`src/rtl/ext_mode_sequencer.sv`:
```
// Result FIFO: first-word fall-through store for array results.
// Latency: a pushed entry is visible at the head one cycle later; a pop frees the slot the same cycle.
// Backpressure: a push while full is accepted only if a pop happens in the same cycle.
module ext_mode_res_fifo #(
    parameter int DW    = 32,
    parameter int DEPTH = 8
) (
    input  logic                     clk_i,
    input  logic                     rstn_i,
    input  logic                     push,
    input  logic [DW-1:0]            push_dat,
    input  logic                     pop,
    output logic [DW-1:0]            head_dat,
    output logic                     empty,
    output logic                     full,
    output logic [$clog2(DEPTH):0]   count
);
    localparam int AW = $clog2(DEPTH);

    logic [DW-1:0] mem [DEPTH];
    logic [AW:0]   wptr;
    logic [AW:0]   rptr;
    logic          do_push;
    logic          do_pop;

    assign empty    = (wptr == rptr);
    assign full     = (wptr[AW] != rptr[AW]) && (wptr[AW-1:0] == rptr[AW-1:0]);
    assign count    = wptr - rptr;
    assign do_pop   = pop && !empty;
    assign do_push  = push && (!full || do_pop);
    assign head_dat = empty ? '0 : mem[rptr[AW-1:0]];

    // Pointer update; the extra MSB distinguishes full from empty and wraps naturally.
    always_ff @(posedge clk_i or negedge rstn_i) begin
        if (!rstn_i) begin
            wptr <= '0;
            rptr <= '0;
        end else begin
            if (do_push) wptr <= wptr + (AW+1)'(1);
            if (do_pop)  rptr <= rptr + (AW+1)'(1);
        end
    end

    // Storage write; contents are meaningless until the pointers say otherwise.
    always_ff @(posedge clk_i) begin
        if (do_push) mem[wptr[AW-1:0]] <= push_dat;
    end
endmodule

// External-mode sequencer: loads weights, streams input vectors, drains the array, collects results.
// Latency: every ext_* output and done_o is registered, one cycle after the accepting handshake.
// Backpressure: x_ready drops unless the result FIFO can hold everything in flight plus a full drain.
module ext_mode_sequencer #(
    parameter int WIDTH     = 8,
    parameter int ROW       = 4,
    parameter int COL       = 4,
    parameter int RES_DEPTH = 8,
    parameter int MAX_VEC   = 255
) (
    input  logic                          clk_i,
    input  logic                          rstn_i,
    input  logic                          start_i,
    input  logic [$clog2(MAX_VEC+1)-1:0]  n_vec_i,
    input  logic                          w_valid_i,
    output logic                          w_ready_o,
    input  logic [COL*WIDTH-1:0]          w_data_i,
    input  logic                          x_valid_i,
    output logic                          x_ready_o,
    input  logic [ROW*WIDTH-1:0]          x_data_i,
    output logic                          r_valid_o,
    input  logic                          r_ready_i,
    output logic [COL*WIDTH-1:0]          r_data_o,
    output logic                          ext_en_o,
    output logic [COL*WIDTH-1:0]          ext_weight_o,
    output logic                          ext_weight_en_o,
    output logic [ROW*WIDTH-1:0]          ext_input_o,
    output logic                          ext_valid_o,
    input  logic [COL*WIDTH-1:0]          ext_result_i,
    input  logic                          ext_result_valid_i,
    output logic                          busy_o,
    output logic                          done_o
);
    localparam int NW  = $clog2(MAX_VEC+1);
    localparam int WCW = $clog2(ROW+1);
    localparam int DCW = $clog2(ROW);
    localparam int CW  = $clog2(RES_DEPTH) + 1;
    localparam int OW  = CW + 1;

    typedef enum logic [2:0] {IDLE, LOAD_W, STREAM, DRAIN, FINISH} state_t;

    state_t          state;
    state_t          state_nxt;
    logic [NW-1:0]   n_vec_r;
    logic [NW-1:0]   x_cnt;
    logic [WCW-1:0]  w_cnt;
    logic [DCW-1:0]  d_cnt;
    logic [CW-1:0]   in_flight;
    logic [CW-1:0]   res_cnt;
    logic [OW-1:0]   occ;
    logic            res_empty;
    logic            res_full;
    logic            res_push;
    logic            res_pop;
    logic            w_acc;
    logic            x_acc;
    logic            job_start;
    logic            ovf_r;

    logic                 ext_en_nxt;
    logic [COL*WIDTH-1:0] ext_weight_nxt;
    logic                 ext_weight_en_nxt;
    logic [ROW*WIDTH-1:0] ext_input_nxt;
    logic                 ext_valid_nxt;
    logic                 done_nxt;

    assign job_start = (state == IDLE) && start_i;
    assign busy_o    = (state != IDLE);
    assign w_ready_o = (state == LOAD_W);
    assign w_acc     = w_valid_i && w_ready_o;
    // Occupancy counts results already stored plus results owed for accepted vectors.
    assign occ       = OW'(res_cnt) + OW'(in_flight);
    assign x_ready_o = (state == STREAM) && (occ <= OW'(RES_DEPTH - ROW - 1));
    assign x_acc     = x_valid_i && x_ready_o;
    assign res_push  = (state != IDLE) && ext_result_valid_i;
    assign res_pop   = r_ready_i && r_valid_o;
    assign r_valid_o = !res_empty;

    ext_mode_res_fifo #(
        .DW    (COL*WIDTH),
        .DEPTH (RES_DEPTH)
    ) u_res_fifo (
        .clk_i    (clk_i),
        .rstn_i   (rstn_i),
        .push     (res_push),
        .push_dat (ext_result_i),
        .pop      (r_ready_i),
        .head_dat (r_data_o),
        .empty    (res_empty),
        .full     (res_full),
        .count    (res_cnt)
    );

    // State register.
    always_ff @(posedge clk_i or negedge rstn_i) begin
        if (!rstn_i) state <= IDLE;
        else         state <= state_nxt;
    end

    // Next-state logic: phase lengths come from the beat counters.
    always_comb begin
        state_nxt = state;
        unique case (state)
            IDLE:   if (start_i) state_nxt = LOAD_W;
            LOAD_W: if (w_acc && (w_cnt == WCW'(ROW-1)))
                        state_nxt = (n_vec_r == '0) ? FINISH : STREAM;
            STREAM: if (x_acc && (x_cnt == n_vec_r - NW'(1))) state_nxt = DRAIN;
            DRAIN:  if (d_cnt == DCW'(ROW-2)) state_nxt = FINISH;
            FINISH: state_nxt = IDLE;
            default: state_nxt = IDLE;
        endcase
    end

    // Output logic: next values of the registered array-side bundle.
    always_comb begin
        ext_en_nxt        = 1'b0;
        ext_weight_nxt    = ext_weight_o;
        ext_weight_en_nxt = 1'b0;
        ext_input_nxt     = ext_input_o;
        ext_valid_nxt     = 1'b0;
        done_nxt          = 1'b0;
        unique case (state)
            IDLE:   ext_en_nxt = start_i;
            LOAD_W: begin
                ext_en_nxt = 1'b1;
                if (w_acc) begin
                    ext_weight_nxt    = w_data_i;
                    ext_weight_en_nxt = 1'b1;
                end
            end
            STREAM: begin
                ext_en_nxt    = 1'b1;
                ext_valid_nxt = x_acc;
                ext_input_nxt = x_acc ? x_data_i : '0;
            end
            DRAIN: begin
                ext_en_nxt    = 1'b1;
                ext_valid_nxt = 1'b1;
                ext_input_nxt = '0;
            end
            FINISH: done_nxt = 1'b1;
            default: ext_en_nxt = 1'b0;
        endcase
    end

    // Output registers.
    always_ff @(posedge clk_i or negedge rstn_i) begin
        if (!rstn_i) begin
            ext_en_o        <= 1'b0;
            ext_weight_o    <= '0;
            ext_weight_en_o <= 1'b0;
            ext_input_o     <= '0;
            ext_valid_o     <= 1'b0;
            done_o          <= 1'b0;
        end else begin
            ext_en_o        <= ext_en_nxt;
            ext_weight_o    <= ext_weight_nxt;
            ext_weight_en_o <= ext_weight_en_nxt;
            ext_input_o     <= ext_input_nxt;
            ext_valid_o     <= ext_valid_nxt;
            done_o          <= done_nxt;
        end
    end

    // Job length latch and beat counters, all cleared when a job starts.
    always_ff @(posedge clk_i or negedge rstn_i) begin
        if (!rstn_i) begin
            n_vec_r <= '0;
            w_cnt   <= '0;
            x_cnt   <= '0;
            d_cnt   <= '0;
        end else if (job_start) begin
            n_vec_r <= n_vec_i;
            w_cnt   <= '0;
            x_cnt   <= '0;
            d_cnt   <= '0;
        end else begin
            if (w_acc)           w_cnt <= w_cnt + WCW'(1);
            if (x_acc)           x_cnt <= x_cnt + NW'(1);
            if (state == DRAIN)  d_cnt <= d_cnt + DCW'(1);
        end
    end

    // Results owed by the array: one per accepted vector, retired by each captured result.
    always_ff @(posedge clk_i or negedge rstn_i) begin
        if (!rstn_i) begin
            in_flight <= '0;
        end else if (job_start) begin
            in_flight <= '0;
        end else begin
            unique case ({x_acc, res_push && (in_flight != '0)})
                2'b10:   in_flight <= in_flight + CW'(1);
                2'b01:   in_flight <= in_flight - CW'(1);
                default: in_flight <= in_flight;
            endcase
        end
    end

    // Sticky overflow: a result arrived with no room and no pop to make room.
    always_ff @(posedge clk_i or negedge rstn_i) begin
        if (!rstn_i)                               ovf_r <= 1'b0;
        else if (res_push && res_full && !res_pop) ovf_r <= 1'b1;
    end
endmodule

```
`config.mk`:
```
export PLATFORM = sky130hd
export DESIGN_NAME = ext_mode_sequencer
export DESIGN_NICKNAME = d
export VERILOG_FILES = /design/src/rtl/ext_mode_sequencer.sv
export SDC_FILE = /design/constraint.sdc
export NUM_CORES = 1
export LEC_CHECK = 0
export ABC_CLOCK_PERIOD_IN_PS = 12740
export CORE_MARGIN = 2
export CORE_UTILIZATION = 40
export DETAILED_ROUTE_END_ITERATION = 10
export HOLD_SLACK_MARGIN = 0.08
export PLACE_DENSITY_LB_ADDON = 0.25
export REMOVE_ABC_BUFFERS = 1
export SYNTH_ARGS = -nofsm -noshare
export SYNTH_HDL_FRONTEND = slang
export SYNTH_SLANG_ARGS = --single-unit
```
`constraint.sdc`:
```
create_clock -name clk_i -period 12.74 [get_ports clk_i]
set_input_delay 2.548 -clock clk_i [delete_from_list [all_inputs] [get_ports clk_i]]
set_output_delay 2.548 -clock clk_i [all_outputs]
set_load 0.01 [all_outputs]
```
==> results by group <==
Timing
  – Slew headroom: 34.7%
  – Final setup fails: 0
  – Max Clock Skew: between 10 and 15 ps
  – Min Clock Period, post-route: slightly above 6000 ps
  – Final worst path period share: 47.7%
  – Final count of hold timing violations: 0
  – Worst hold slack: about 480 ps
  – Final Slew Violations: 0
  – Setup_tns: 0 ps
  – Achievable Freq: between 0.15 and 0.2 GHz
  – Final setup margin: 6660 ps
  – RSZ-0062 raised after global routing: no
  – Slew @ Worst Pin: 979 ps

Clocking
  – Reg clk slew, reported paths: 60 ps
  – Clock root buffer master: clkbuf_16
  – Clock Latency Late Sink: approximately 530 ps
  – CTS Buf Count: 39
  – Hold_buf cts: 0
  – TritonCTS clock tree: yes
  – Clock sinks: 360
  – Clk buf depth: 3
  – Postcts setup bufs: 0
  – Resize count post-CTS: 0
  – Htree depth: 2

Setup path
  – Crit Path Max Fanout: 28
  – Setup CP Type: reg2out
  – Crit-path max cell delay: just under 800 ps
  – Most used cell, CP: fa_1
  – Worst-path cell chain: ha_1 -> inv_1 -> fa_1 -> fa_1 -> o22ai_4 -> and2_1 -> clkdlybuf4s50_1
  – Slowest-stage cell, CP: dfrtp_4
  – Crit-path leading delay family: adder cells
  – CP Data Required Time: around 10000 ps
  – Crit path buf inv count: 2
  – Critical path endpoint category: output pin
  – CP arrival: ~3500 ps
  – Worst setup SP type: register

Global routing
  – GRT Util Overall: between 10% and 20%
  – Largest net degree at the start of global routing: between 70 and 80
  – Initial antenna violation count: 1
  – GR Overflow Total: 0
  – First-pass GRT wire length: between 50 and 60 mm
  – Vias in the first global route: 8769

Floorplanning
  – Top-Level Pins: between 200 and 250
  – Full die area: roughly 38000 um2
  – Row Count: between 60 and 70
  – Core Area: 35600 um2
  – Initial Util: between 40% and 50%
  – Horiz. Die Dim: 194 um
  – Die height: around 190 um

Synth
  – Xor and xnor area share after synthesis: 1.34%
  – Post-Synth Simple-Gate Area: 5.47%
  – Seq cells post-synth: between 300 and 400
  – Synth cell types: 56
  – Syn_area_per_cell: 17.0 um2
  – Top_reg_cell synth: edfxtp_1
  – Yosys synthesis warning count: 0
  – Post-Syn Area: 14400 um2
  – Async S/R FF share, synth: approximately 29%
  – Largest family of logic cells by synthesized area: multiplexers
  – Multiplexer share of the synthesized area: a little over an eighth
  – Compound-cell area share of the yosys netlist: 5.12%
  – Mapped Cells: approximately 850
  – Seq/Total Area, Yosys: 71.3%
  – Post-synth EDFFs: approximately 260
  – Synth Area in Adders: roughly 1.8%

Layout
  – Area of the multi-input gates: between 3000 and 4000 um2
  – Commonest non-fill, non-tap cell in the layout: edfxtp_1
  – Area grow syn2layout: 27.1%
  – Commonest non-fill, non-tap cells in the layout: 256 x edfxtp_1, 213 x clkdlybuf4s50_1, 109 x nand2_1, 102 x dfrtp_1, 64 x mux4_2
  – Fillers: 2994
  – Layout cells sized above 1: between 10% and 20%
  – Total Nets Final: roughly 1200
  – Register Area: just over 10000 um2
  – Fin cells: between 1500 and 2000

Detailed routing
  – Via Count: about 8200
  – TritonRoute pass-1 iters: 5
  – Detailed Route WL: 33.2 mm
  – Routed vias/inst: 5.26
  – # DRC: 0
  – Final ANT Viol Nets: 0
  – Drt wl/cell: 21.2 um
  – DR iter-0 viols: 400

Placement
  – Worst slack, placed: between 7000 and 8000 ps
  – GP Congestion: about 0.8
  – Dpl cells: between 1000 and 1500
  – HPWL after DPL: roughly 20 mm
  – IO buf count: approximately 210

Status
  – Status: finished, final reports clean

Hold path
  – HP Class: reg2reg

Power
  – Leak pwr: about 0.0066 uW
  – VDD IR max: 0.000151 V
  – Power Density: roughly 240 nW/um2

Job
  – Max-cap violations: 0
[synthesized netlist by cell type (2+ instances only)]
master    count  area share (%)
a21o_1        2            0.10
a21oi_1      45             1.6
a22o_1       33             2.0
a31o_2        2            0.12
a31oi_1       2           0.087
a32o_1        2            0.14
and2_1        3            0.13
and3_1        2           0.087
and4_1        2            0.12
buf_1         7            0.18
buf_2        16            0.55
buf_6         2            0.16
clkbuf_1     19            0.49
dfrtp_1     104              18
edfxtp_1    256              53
fa_1          3            0.42
ha_1         16             1.4
inv_1        16            0.42
mux2_2       35             2.7
mux2i_1       6            0.42
mux4_2       64              10
nand2_1     109             2.8
nand2b_1      3            0.13
nand3_1       6            0.21
nand4_1       3            0.13
nor2_1       19            0.49
nor2b_1       2           0.087
nor3_1        7            0.24
nor3b_1       2            0.10
nor4_1        3            0.13
o211ai_1      2            0.10
o21ai_0       8            0.28
o31ai_1       2            0.10
or3_1         3            0.13
or4_1         2            0.10
xnor2_1      17             1.0
xor2_1        5            0.30
[report_power, final]
group | internal [uW] | leakage (uW) | switching, uW
sequential | 1520 | 0.00365 | 167
combinational | 887 | 0.00236 | 829
clock | 635 | 0.000598 | 440
total | 3040 | 0.00661 | 1440
[per-layer routing]
layer / part of all wire [%] / routed length (um) / global-route usage, % / vias up
met3: 7.6 / 2520 / 4.73 / 45
met2: 48 / 16100 / 29.3 / 286
met4: 1.7 / 577 / 4.01 / 0
met1: 42 / 14000 / 23.3 / 4195
li1: - / - / - / 3706
met5: 0 / 0 / 0 / -
[through the flow]
stage / utilization, % / total power [uW] / cell area [um2]
CTS: 51.5 / 4550 / 18300
detailed placement: 48.2 / 3450 / 17100
global placement: 48.2 / 3430 / 17100
finish: 51.5 / 4470 / 18300
global route: 51.5 / 4730 / 18300
floorplan: - / 2670 / 14200
[final cells by class]
type | count | area share, %
sequential | 360 | 56.1
multi-input combinational | 428 | 21.4
timing repair buffer | 231 | 12.4
clock buffer | 49 | 5.64
tap | 461 | 3.15
clock inverter | 18 | 0.935
inverter | 17 | 0.348
antenna | 1 | 0.0136
[sequential cells by signal, indices dropped and copies added (netlist names)]
name / count
ext_en_o: 1
state: 3
n_vec_r: 8
x_cnt: 8
w_cnt: 3
ext_valid_o: 1
ext_weight_o: 32
u_res_fifo.wptr: 4
ext_input_o: 32
u_res_fifo.mem: 256
d_cnt: 2
ext_weight_en_o: 1
in_flight: 4
done_o: 1
u_res_fifo.rptr: 4
[kinds of logic (layout without fill, tap and decap cells)]
kind of cell	after synthesis	after routing
buf+inv	61	315
fa+ha+maj	19	19
compound gates	107	107
xor+xnor	22	22
mux	105	105
other cells	0	1
flops	360	360
simple gates	175	175
[worst reg2reg max path: cells and delay by family (launching register included)]
family                   cells  cell delay, ps
adder cells (fa/ha/maj)      4            1520
AND/OR/NAND/NOR              4             820
flip-flops                   1             790
AO/OA/AOI/OAI                3             470
multiplexers                 2             370
buffers and inverters        2             310
[final timing paths]
| kind | from | endpoint | slack [ps] | cells after the start |
|---|---|---|---|---|
| max in group asynchronous | rstn_i | u_res_fifo.rptr[0]$_DFFE_PN0P_ | 9380 | 2 |
| worst max-delay path | u_res_fifo.rptr[0]$_DFFE_PN0P_ | x_ready_o | 6660 | 7 |
| worst max register to register | u_res_fifo.rptr[0]$_DFFE_PN0P_ | in_flight[3]$_DFFE_PN0P_ | 8380 | 15 |
| min in group asynchronous | rstn_i | ext_input_o[31]$_DFFE_PN0P_ | 1950 | 1 |
| worst min register to register | w_cnt[2]$_DFFE_PN0P_ | w_cnt[2]$_DFFE_PN0P_ | 480 | 2 |
| worst min-delay path | w_cnt[2]$_DFFE_PN0P_ | w_cnt[2]$_DFFE_PN0P_ | 480 | 2 |
No activity file was read; power rests on OpenSTA's default activity.
